--- src/rtl/if_id_stage_pkg.sv ---
// Shared constants for the fetch/decode pipeline register.
//   NOP_ENC      : encoding driven to decode as a bubble
//   IMM_BIT_DEF  : default opcode bit that marks a two-word instruction
//   ST_IDLE / ST_WAIT_IMM : FSM state encoding
package if_id_stage_pkg;
  localparam logic [15:0] NOP_ENC     = 16'h0000;
  localparam int          IMM_BIT_DEF = 15;
  localparam logic [0:0]  ST_IDLE     = 1'b0;
  localparam logic [0:0]  ST_WAIT_IMM = 1'b1;
endpackage

--- src/rtl/if_id_stage_reg.sv ---
// Generic enable/reset register used for every storage element of the stage.
// Ports:
//   clk  : rising-edge clock
//   rst  : asynchronous reset, active-low, loads RST_VAL
//   en   : load enable
//   d    : next value
//   q    : stored value
module if_id_stage_reg #(
  parameter int                 DATA_W  = 16,
  parameter logic [DATA_W-1:0]  RST_VAL = '0
) (
  input  logic              clk,
  input  logic              rst,
  input  logic              en,
  input  logic [DATA_W-1:0] d,
  output logic [DATA_W-1:0] q
);
  always_ff @(posedge clk or negedge rst) begin
    if (!rst)    q <= RST_VAL;
    else if (en) q <= d;
  end
endmodule

--- src/rtl/if_id_stage.sv ---
// IF/ID pipeline register. Captures instruction, PC and PC+1 from fetch and
// assembles two-word instructions (opcode word with IMM_BIT set, followed by
// an immediate word). Decode sees a bubble while the immediate is collected.
// Optional feature: define IF_ID_BUBBLE_CNT_EN to add the 16-bit saturating
// bubble_cnt output.
// Ports:
//   clk, rst (async, active-low), stall (hold), flush (squash, beats stall)
//   instr_in, imm_in, pc_in, pc_1_in : from fetch
//   instr_out, imm_out, pc_out, pc_1_out, valid_out : to decode
//   imm_pending : high while the immediate word is being captured
//   bubble_cnt  : (optional) count of bubbles loaded into the output bank
module if_id_stage
  import if_id_stage_pkg::*;
#(
  parameter int           W       = 16,
  parameter int           IMM_BIT = IMM_BIT_DEF,
  parameter logic [W-1:0] NOP     = W'(NOP_ENC)
) (
  input  logic           clk,
  input  logic           rst,
  input  logic           stall,
  input  logic           flush,
  input  logic [W-1:0]   instr_in,
  input  logic [W-1:0]   imm_in,
  input  logic [2*W-1:0] pc_in,
  input  logic [2*W-1:0] pc_1_in,
  output logic [W-1:0]   instr_out,
  output logic [W-1:0]   imm_out,
  output logic [2*W-1:0] pc_out,
  output logic [2*W-1:0] pc_1_out,
  output logic           valid_out,
`ifdef IF_ID_BUBBLE_CNT_EN
  output logic [15:0]    bubble_cnt,
`endif
  output logic           imm_pending
);
  localparam int BANK_W = 6*W + 1;
  localparam logic [BANK_W-1:0] BANK_RST = {NOP, {(5*W+1){1'b0}}};

  logic [0:0]        state, state_nxt;
  logic [W-1:0]      hold_op;
  logic [2*W-1:0]    hold_pc;
  logic              en, hold_en;
  logic [W-1:0]      instr_p1, imm_p1;
  logic [2*W-1:0]    pc_p1, pc_1_p1;
  logic              vld_p1;
  logic [BANK_W-1:0] bank_q;

  // Flush overrides stall, so the stage advances on either.
  assign en      = flush | ~stall;
  assign hold_en = ~flush & ~stall & (state == ST_IDLE) & instr_in[IMM_BIT];

  always_comb begin
    state_nxt = state;
    instr_p1  = instr_out;
    imm_p1    = imm_out;
    pc_p1     = pc_out;
    pc_1_p1   = pc_1_out;
    vld_p1    = valid_out;
    if (flush) begin
      // PCs are deliberately left untouched on a squash.
      state_nxt = ST_IDLE;
      instr_p1  = NOP;
      imm_p1    = '0;
      vld_p1    = 1'b0;
    end else if (state == ST_WAIT_IMM) begin
      // instr_in is ignored here; imm_in carries the immediate word.
      state_nxt = ST_IDLE;
      instr_p1  = hold_op;
      imm_p1    = imm_in;
      pc_p1     = hold_pc;
      pc_1_p1   = pc_1_in;
      vld_p1    = 1'b1;
    end else if (instr_in[IMM_BIT]) begin
      state_nxt = ST_WAIT_IMM;
      instr_p1  = NOP;
      imm_p1    = '0;
      vld_p1    = 1'b0;
    end else begin
      instr_p1  = instr_in;
      imm_p1    = '0;
      pc_p1     = pc_in;
      pc_1_p1   = pc_1_in;
      vld_p1    = 1'b1;
    end
  end

  // ---- stage p0 -> p1 boundary ----
  if_id_stage_reg #(.DATA_W(1), .RST_VAL(ST_IDLE)) u_state (
    .clk(clk), .rst(rst), .en(en), .d(state_nxt), .q(state)
  );

  if_id_stage_reg #(.DATA_W(W), .RST_VAL(NOP)) u_hold_op (
    .clk(clk), .rst(rst), .en(hold_en), .d(instr_in), .q(hold_op)
  );

  if_id_stage_reg #(.DATA_W(2*W), .RST_VAL('0)) u_hold_pc (
    .clk(clk), .rst(rst), .en(hold_en), .d(pc_in), .q(hold_pc)
  );

  if_id_stage_reg #(.DATA_W(BANK_W), .RST_VAL(BANK_RST)) u_out_bank (
    .clk(clk), .rst(rst), .en(en),
    .d({instr_p1, imm_p1, pc_p1, pc_1_p1, vld_p1}),
    .q(bank_q)
  );

  assign {instr_out, imm_out, pc_out, pc_1_out, valid_out} = bank_q;
  assign imm_pending = (state == ST_WAIT_IMM);

`ifdef IF_ID_BUBBLE_CNT_EN
  function automatic logic [15:0] sat_inc16(input logic [15:0] v);
    return (v == 16'hFFFF) ? v : v + 16'd1;
  endfunction

  logic [15:0] bcnt_nxt;

  // Counts every advancing edge that loads a bubble into the output bank.
  always_comb begin
    bcnt_nxt = bubble_cnt;
    if (en && !vld_p1) bcnt_nxt = sat_inc16(bubble_cnt);
  end

  if_id_stage_reg #(.DATA_W(16), .RST_VAL('0)) u_bubble_cnt (
    .clk(clk), .rst(rst), .en(1'b1), .d(bcnt_nxt), .q(bubble_cnt)
  );
`endif

endmodule
--- config.mk ---
export PLATFORM = sky130hd
export DESIGN_NAME = if_id_stage
export DESIGN_NICKNAME = d
export VERILOG_FILES = /design/src/rtl/if_id_stage_pkg.sv /design/src/rtl/if_id_stage_reg.sv /design/src/rtl/if_id_stage.sv
export SDC_FILE = /design/constraint.sdc
export NUM_CORES = 1
export LEC_CHECK = 0
export CAP_MARGIN = 40
export CORE_ASPECT_RATIO = 2
export CORE_MARGIN = 2
export CORE_UTILIZATION = 46
export DETAILED_ROUTE_END_ITERATION = 8
export PLACE_DENSITY = 0.9
export SYNTH_ARGS = -nofsm -noshare
export SYNTH_HDL_FRONTEND = slang
export SYNTH_SLANG_ARGS = --single-unit
--- constraint.sdc ---
create_clock -name clk -period 2.05 [get_ports clk]
set_clock_uncertainty 0.2 [all_clocks]
set_input_delay 0.5125 -clock clk [delete_from_list [all_inputs] [get_ports clk]]
set_output_delay 0.5125 -clock clk [all_outputs]
set_load 0.005 [all_outputs]
* Yosys cells after proc, flatten, opt, wreduce, memory -nomap -nowiden
Index checks and enable logic that the tools add are counted.
Storage, ports and cells: flip-flop bits (word level) 146, bits of input ports 100, output and inout bits 98, word-level logic and storage cells 29
Operators by class: equal/unequal tests 1, mux-type cells 15, bitwise logic cells 7, reductions and logical operators 1
Operator list (number):
- 2-to-1 mux 32 bit | 4
- 2-to-1 mux 16 bit | 4
- 2-to-1 mux 15 bit | 1
- 2-to-1 mux 1 bit | 6
- AND 1 bit | 3
- inverter 1 bit | 3
- AND reduction 3 bit | 1
- != test 2 x 1 -> 1 bit (second input constant) | 1
- bitwise OR 1 bit | 1

* Longest topological paths before layout
Gate-level depths: netlist (run 1).
word-level depth 4, mapped depth 6

* Hierarchy
A second synthesis (run 1) with hierarchy kept.
Second synthesis, totals: cells, all modules 487, area total of the unflattened synthesis 7240.7 µm²
By module, submodules not included:
- if_id_stage_reg at u_out_bank | instances 1, cells each 205, area each 3718.6 µm²
- if_id_stage | instances 1, cells each 178, area each 1487.7 µm²
- if_id_stage_reg at u_hold_pc | instances 1, cells each 68, area each 1345.0 µm²
- if_id_stage_reg at u_hold_op | instances 1, cells each 34, area each 649.4 µm²
- if_id_stage_reg at u_state | instances 1, cells each 2, area each 40.0 µm²

* Worst setup path before layout (run 1)
No wires, ideal clock.
kind in2reg, start point input port flush, end point register u_hold_pc.q[15], library setup time 127 ps, arrival time 1513 ps, data required time 1723 ps, path slack 210 ps, stages on the path 5, buffers on the path 3, path through buf_2 -> nor3_4 -> buf_4 -> buf_6 -> mux2_1
On the way: word-level cells in the longest chain between the ends 4
Ends and longest elaborated chain:
- start: declaration | line if_id_stage.sv:22 | input logic flush,
- inverter 1 bit (no source line)
- AND 1 bit (3 in series) | line if_id_stage.sv:51 | assign hold_en = ~flush & ~stall & (state == ST_IDLE) & instr_in[IMM_BIT];
- end signal: assignment | line if_id_stage_reg.sv:19 | if (!rst) q <= RST_VAL;
- end signal: assignment | line if_id_stage_reg.sv:20 | else if (en) q <= d;
- end: declaration | line if_id_stage_reg.sv:16 | output logic [DATA_W-1:0] q
No other way between the ends. A chain may end at the register's enable or synchronous reset.

* Worst setup path after layout (run 1)
start point register u_out_bank.q[33], end point output port pc_out[0]
RTL lines:
- start: declaration | line if_id_stage_reg.sv:16
- start signal: assignment | line if_id_stage_reg.sv:19
- start signal: assignment | line if_id_stage_reg.sv:20
- end: declaration | line if_id_stage.sv:29 | output logic [2*W-1:0] pc_out,
No word-level cell between the ends.

==> flow_summary.toml, run 1 <==
[outcome]
outcome = "finished clean"

[clock_network]
cts_buffers = 17
cts_root_buf = "clkbuf_16"
cts.sinks = 146
insertion_delay_ns = 0.42
cts_max_level = 4
cts_tree = "yes"
clkTransAtPathRegs_ns = 0.06
clock_tree.buffer_depth = 2

[die]
core-area_um2 = 12550
ios = 198
die_y_um = 164.6
fp.dieArea_um2 = 13880
start_util = 0.4726
die_w_um = 84.31
num_rows = 58

[finish]
area_growth_pct = 49.92
mostFrequentLayoutCell = "clkdlybuf4s50_1"
finish.net_count = 743
diodes = 0
drive_gt1_frac = 0.2149
final_cell_mix = "174 x clkdlybuf4s50_1, 145 x dfrtp_1, 71 x mux2_2"
finalCoreUtilization = 0.7085
fillers = 857

[setup_path]
slowest_stage = "clkdlybuf4s50_1"
crit_arrival_ns = 1.31
crit_buf_inv = 1
cp-end-kind = "output pin"
crit_chain = "clkdlybuf4s50_1"
critPathKind = "reg2out"
required_ns = 1.34
cp_slowest_stage_delay_ns = 0.52
crit_fanout = 2
crit_family = "buffers and inverters"
crit_path_start_kind = "flip-flop"

[placement]
place_ws_ns = -0.2551
place_congestion = 0.8085
portBuffers = 197
dp_hpwl_um = 11490

[power_and_ir_drop]
power_density_nw_per_um2 = 959.9
leakage_uw = 0.003860
ir_worst_vdd_mv = 0.7357

[grt]
grt_util_all_layers = 0.2388
grt_pass1_vias = 4935
grt_overflow = 0
antenna_found_initial = 0
grt_max_degree = 41
grt_first_pass_wirelength_um = 25430

[synthesis]
seq_area_frac_synth = 0.6158
synth_simple_gate_area_frac = 0.03986
yosys_warnings = 0
yosysUniqueCellTypes = 22
synth_seq_cells = 146
synth_top_family_by_area = "multiplexers"
synth.area.mux_share = 0.2039
syn-cell-area_um2 = 5933
synth_compound_area_frac = 0.1092
syn_nets = 532
syn_avg_cell_area_um2 = 13.73
postSynthCellCount = 432
synthAdderAreaFrac = 0
synth_xor_area_frac = 0

[route]
num_vias = 4543
remaining_drc_errors = 0
post_drt_via_cell_ratio = 5.636
wl_per_cell_um = 20.06
drtIter0Drc = 244
ant_nets = 0
drt_wl_total_um = 16170
first_pass_iters = 4

[sta]
setup_viol_count_final = 0
relSlewSlack = 0.7065
tightest_slew_ns = 0.4402
drv_slew = 0
fin_crit_ns = 2.020
fin_setup_tns_ns = 0
holdWs_ns = 0.2735
max_freq_ghz = 0.4951
hold_viol_final = 0
finalCritPeriodShare = 0.9853
setup_ws_ns = 0.03017

[flow_run]
maxCapViolCount = 0

[min_path]
hold_class = "reg2reg"
-- layout make-up --
| cell class | instances | area [um2] | share of cell area |
|---|---|---|---|
| clock inverters | 13 | 171.4 | 0.01927 |
| multi-input cells | 248 | 2102 | 0.2363 |
| flip-flops and latches | 146 | 3655 | 0.4109 |
| repair buffers | 230 | 2326 | 0.2615 |
| well taps | 150 | 187.7 | 0.02110 |
| clock buffers | 19 | 452.9 | 0.05092 |
-- timing repair --
action,CTS,global route
gates cloned,0,0
resized for setup,4,18
setup buffers,3,2
endpoints found under the setup margin,7,20
hold buffers,1,0
endpoints found under the hold margin,33,0
pin swaps,0,0
-- where the power goes --
| group | internal (uW) | switching, uW |
|---|---|---|
| clock | 1990 | 1230 |
| sequential | 3370 | 275 |
| combinational | 1060 | 612 |
| total | 6420 | 2120 |
-- routing by layer --
layer | global-route usage | wire length, um
met1 | 0.2485 | 5632
met2 | 0.4347 | 9025
met3 | 0.04848 | 724
met5 | 0 | 0
met4 | 0.1452 | 785
-- path summary, 6_finish.rpt --
path	startpoint	endpoint	slack [ns]	cells past startpoint
hold / removal	u_hold_op.q[15]	u_hold_op.q[15]	0.27	1
min in group asynchronous	rst	u_out_bank.q[44]	0.38	2
hold reg to reg	u_hold_op.q[15]	u_hold_op.q[15]	0.27	1
setup / recovery	u_out_bank.q[33]	pc_out[0]	0.03	1
max in group asynchronous	rst	u_out_bank.q[23]	0.71	3
setup reg to reg	u_state.q	u_hold_pc.q[31]	0.14	5
-- cell usage after synthesis --
| cell type | n | area share |
|---|---|---|
| buf_6 | 1 | 0.0019 |
| a31oi_1 | 32 | 0.034 |
| nand2b_4 | 1 | 0.0023 |
| mux2_1 | 8 | 0.015 |
| nor2_1 | 2 | 0.0013 |
| a221oi_1 | 15 | 0.022 |
| nor3_1 | 15 | 0.013 |
| a21oi_1 | 32 | 0.027 |
| a22o_1 | 17 | 0.025 |
| nand2_1 | 3 | 0.0019 |
| and2_1 | 1 | 0.0011 |
| dfrtp_1 | 146 | 0.62 |
| or2_2 | 1 | 0.0011 |
| buf_4 | 1 | 0.0013 |
| mux2i_1 | 32 | 0.054 |
| buf_2 | 25 | 0.021 |
| nor3_4 | 1 | 0.0027 |
| mux2_2 | 71 | 0.13 |
| buf_1 | 3 | 0.0019 |
| nor2b_1 | 16 | 0.017 |
| a21o_1 | 1 | 0.0013 |
| clkbuf_1 | 8 | 0.0051 |
-- registers in the layout (all words and copies together) (netlist names) --
register / cells
u_hold_op.q: 16
u_hold_pc.q: 32
u_out_bank.q: 97
u_state.q: 1
-- through the flow --
| stage | total power (uW) | instances | area (um2) |
|---|---|---|---|
| after floorplan | 4275 | 432 | 5933 |
| after global placement | 5256 | 767 | 8175 |
| after detailed placement | 5368 | 768 | 8183 |
| after CTS | 8635 | 804 | 8835 |
| after global routing | 8929 | 806 | 8895 |
| final | 8538 | 806 | 8895 |
-- cells by family after synthesis --
| kind of cell | after synthesis |
|---|---|
| flip-flops | 146 |
| multiplexers | 111 |
| AO/OA/AOI/OAI | 97 |
| AND/OR/NAND/NOR | 40 |
| buffers and inverters | 38 |
Power figures use the tool's default switching activity.
==> run 2, diff against run 1 <==
--- a/config.mk
+++ b/config.mk
@@ -8,9 +8,10 @@
 export CAP_MARGIN = 40
 export CORE_ASPECT_RATIO = 2
 export CORE_MARGIN = 2
-export CORE_UTILIZATION = 46
+export CORE_UTILIZATION = 49
 export DETAILED_ROUTE_END_ITERATION = 8
-export PLACE_DENSITY = 0.9
+export PLACE_DENSITY = 0.91
 export SYNTH_ARGS = -nofsm -noshare
 export SYNTH_HDL_FRONTEND = slang
+export SYNTH_HIERARCHICAL = 1
 export SYNTH_SLANG_ARGS = --single-unit
==> run 2 against run 1 <==
  * The run now ends with negative setup slack left
  * Cell count grew 15%
  * Count of clock-buffer cells in the layout is the same
  * Combinational power grew 66%
  * Via count grew 10%
  * Flip-flop and latch count is the same
  * Core utilization grew 1.4 points
  * Hold slack gained 0.037 ns
  * Non-clock buffer count grew 24
  * Critical path type unchanged
==> flow_summary.toml, run 2 <==
[synthesis]
synthFlopType = "dfrtp_1"
yosys_warnings = 6
syn_avg_cell_area_um2 = 14.87
synthTopCellsByCount = "146 x dfrtp_1, 90 x mux2_2, 88 x mux2_4"
ys_async_sr_fraction = 1.000
seq_area_frac_synth = 0.5046
synth_area_leaders = "dfrtp_1 50%, mux2_4 18%, mux2_2 14%, o32a_1 4.1%, o21a_1 3.3%"
postSynthCellCount = 487
syn_nets = 587
synth_edf_count = 0
synth_seq_cells = 146
yosysUniqueCellTypes = 21
syn-cell-area_um2 = 7241
synth_top_area_share = 0.5046
yosysMostFrequentCell = "dfrtp_1"
synth_area_leader_cell = "dfrtp_1"

[route]
post_drt_via_cell_ratio = 5.437
ant_nets = 0
drtIter0Drc = 198
wl_per_cell_um = 20.33
num_vias = 5018
drt_wl_total_um = 18770
remaining_drc_errors = 0
first_pass_iters = 4

[die]
start_util = 0.5018
core-area_um2 = 14430
die_w_um = 89.96
num_rows = 62
ios = 198
die_y_um = 175.9
fp.dieArea_um2 = 15820

[outcome]
violations = "negative setup slack"
outcome = "finished with violations"

[setup_path]
r2r-start = "u_state/q"
crit_path_start_kind = "flip-flop"
cp-end-kind = "output pin"
cp.depth = 1
crit_family = "buffers and inverters"
slowest_stage = "clkdlybuf4s50_1"
rr_endpoint = "u_hold_pc/q[17]"
crit_chain = "clkdlybuf4s50_1"
r2r_slack_ns = 0.06
required_ns = 1.34
crit_arrival_ns = 1.34
rr_worst_depth = 7
cp_slowest_stage_delay_ns = 0.56
crit_buf_inv = 1
critPathKind = "reg2out"
crit_fanout = 3

[grt]
grt_max_degree = 43
grt_util_all_layers = 0.2322
antenna_found_initial = 0
grt_pass1_vias = 5561
grt_overflow = 0
grt_first_pass_wirelength_um = 29210

[min_path]
hold_class = "reg2reg"
worstHoldEndpoint = "u_out_bank/q[71]"
whs_path_depth = 1
hold_start = "u_out_bank/q[71]"

[clock_network]
cts_max_level = 4
insertion_delay_ns = 0.40
clock_tree.buffer_depth = 2
cts_tree = "yes"
clkTransAtPathRegs_ns = 0.06
cts.sinks = 146
cts_root_buf = "clkbuf_16"
cts_buffers = 17

[finish]
area_growth_pct = 44.05
mostFrequentLayoutCell = "clkdlybuf4s50_1"
top_regs = "u_out_bank/q x97, u_hold_pc/q x32, u_hold_op/q x16"
diodes = 0
fin_area_um2 = 10430
largest_reg_flops = 97
final_cell_mix = "166 x clkdlybuf4s50_1, 146 x dfrtp_1, 90 x mux2_2, 88 x mux2_4, 39 x buf_4"
regMostFlops = "u_out_bank/q"
finalCoreUtilization = 0.7229
finish.net_count = 819
drive_gt1_frac = 0.3721

[sta]
fin_crit_ns = 2.057
relSlewSlack = 0.6194
holdWs_ns = 0.3103
fin_setup_tns_ns = -0.007410
drv_slew = 0
tightest_slew_ns = 0.5702
setup_ws_ns = -0.007410
hold_viol_final = 0
finalCritPeriodShare = 1.004
setup_viol_count_final = 1
max_freq_ghz = 0.4860

[power_and_ir_drop]
power_density_nw_per_um2 = 957.2
leakage_uw = 0.004707
ir_worst_vdd_mv = 0.5826

[placement]
portBuffers = 197
place_congestion = 0.7960
place_area_um2 = 9440
dp_hpwl_um = 12680

[flow_run]
maxCapViolCount = 0
## run 2: per-stage QoR
stage	power, uW	instances	worst slack [ns]
2_1_floorplan	5184	487	0.01893
3_3_place_gp	6435	859	-0.4234
3_5_place_dp	6575	859	-0.5289
4_1_cts	9936	902	-0.01582
5_1_grt	10390	923	-0.03562
6_report	9983	923	-0.007410
## run 2: cell families after synthesis
kind of cell           after synthesis  synth area share
buffers and inverters               41           0.04769
DFF                                146            0.5046
muxes                              178            0.3224
and+or+nand+nor                     43           0.03266
AOI/OAI and AO/OA                   79           0.09262
## run 2: worst max path at each step
stage,end,from,slack (ns)
2_1_floorplan,u_out_bank/q[65],flush,0.02
3_5_place_dp,u_out_bank/q[90],instr_in[15],-0.53
4_1_cts,u_hold_op/q[2],u_state/q,-0.02
6_report,pc_1_out[27],u_out_bank/q[28],-0.007
5_1_grt,pc_1_out[27],u_out_bank/q[28],-0.04
3_3_place_gp,u_out_bank/q[86],instr_in[15],-0.42
## run 2: worst register-to-register path, stage by stage, from the launching register on
cell and delay (ns):
dfrtp_1 0.37, buf_4 0.15, nand2b_1 0.16, buf_4 0.15, nor3_4 0.15, buf_6 0.17, clkbuf_16 0.22, mux2_4 0.32
## run 2: power breakdown
| part | switching, uW | internal [uW] |
|---|---|---|
| logic | 867 | 1910 |
| clock network | 1200 | 2070 |
| registers | 438 | 3490 |
| total | 2510 | 7480 |
## run 2: area by class of cell
class / instances / area [um2]
Clock inverter: 12 / 180.2
Clock buffer: 19 / 442.9
Sequential cell: 146 / 3654
Tap cell: 192 / 240.2
Timing Repair Buffer: 254 / 2650
Multi-Input combinational cell: 300 / 3263
Fill cell: 990 / 3999
## run 2: repair_timing
| item | in CTS | in global routing |
|---|---|---|
| pin swaps | 0 | 1 |
| resized for setup | 12 | 22 |
| endpoints found under the hold margin | 36 | 0 |
| gates cloned | 1 | 2 |
| hold buffers | 1 | 0 |
| buffers inserted | 10 | 19 |
| setup endpoints to repair | 24 | 128 |
## run 2: layer usage
metal  GRT usage  routed length [um]  vias up
met5           0                   0        -
met4     0.09551                 548        0
met3     0.05105                 818       31
met2      0.4362               10510      179
met1      0.2497                6889     2545
li1            -                   -     2263
==> run 3, diff against run 2 <==
--- a/config.mk
+++ b/config.mk
@@ -5,6 +5,7 @@
 export SDC_FILE = /design/constraint.sdc
 export NUM_CORES = 1
 export LEC_CHECK = 0
+export ABC_CLOCK_PERIOD_IN_PS = 2050
 export CAP_MARGIN = 40
 export CORE_ASPECT_RATIO = 2
 export CORE_MARGIN = 2
==> results of run 3 <==
Final layout, timing and power as in run 2 (identical DEF).
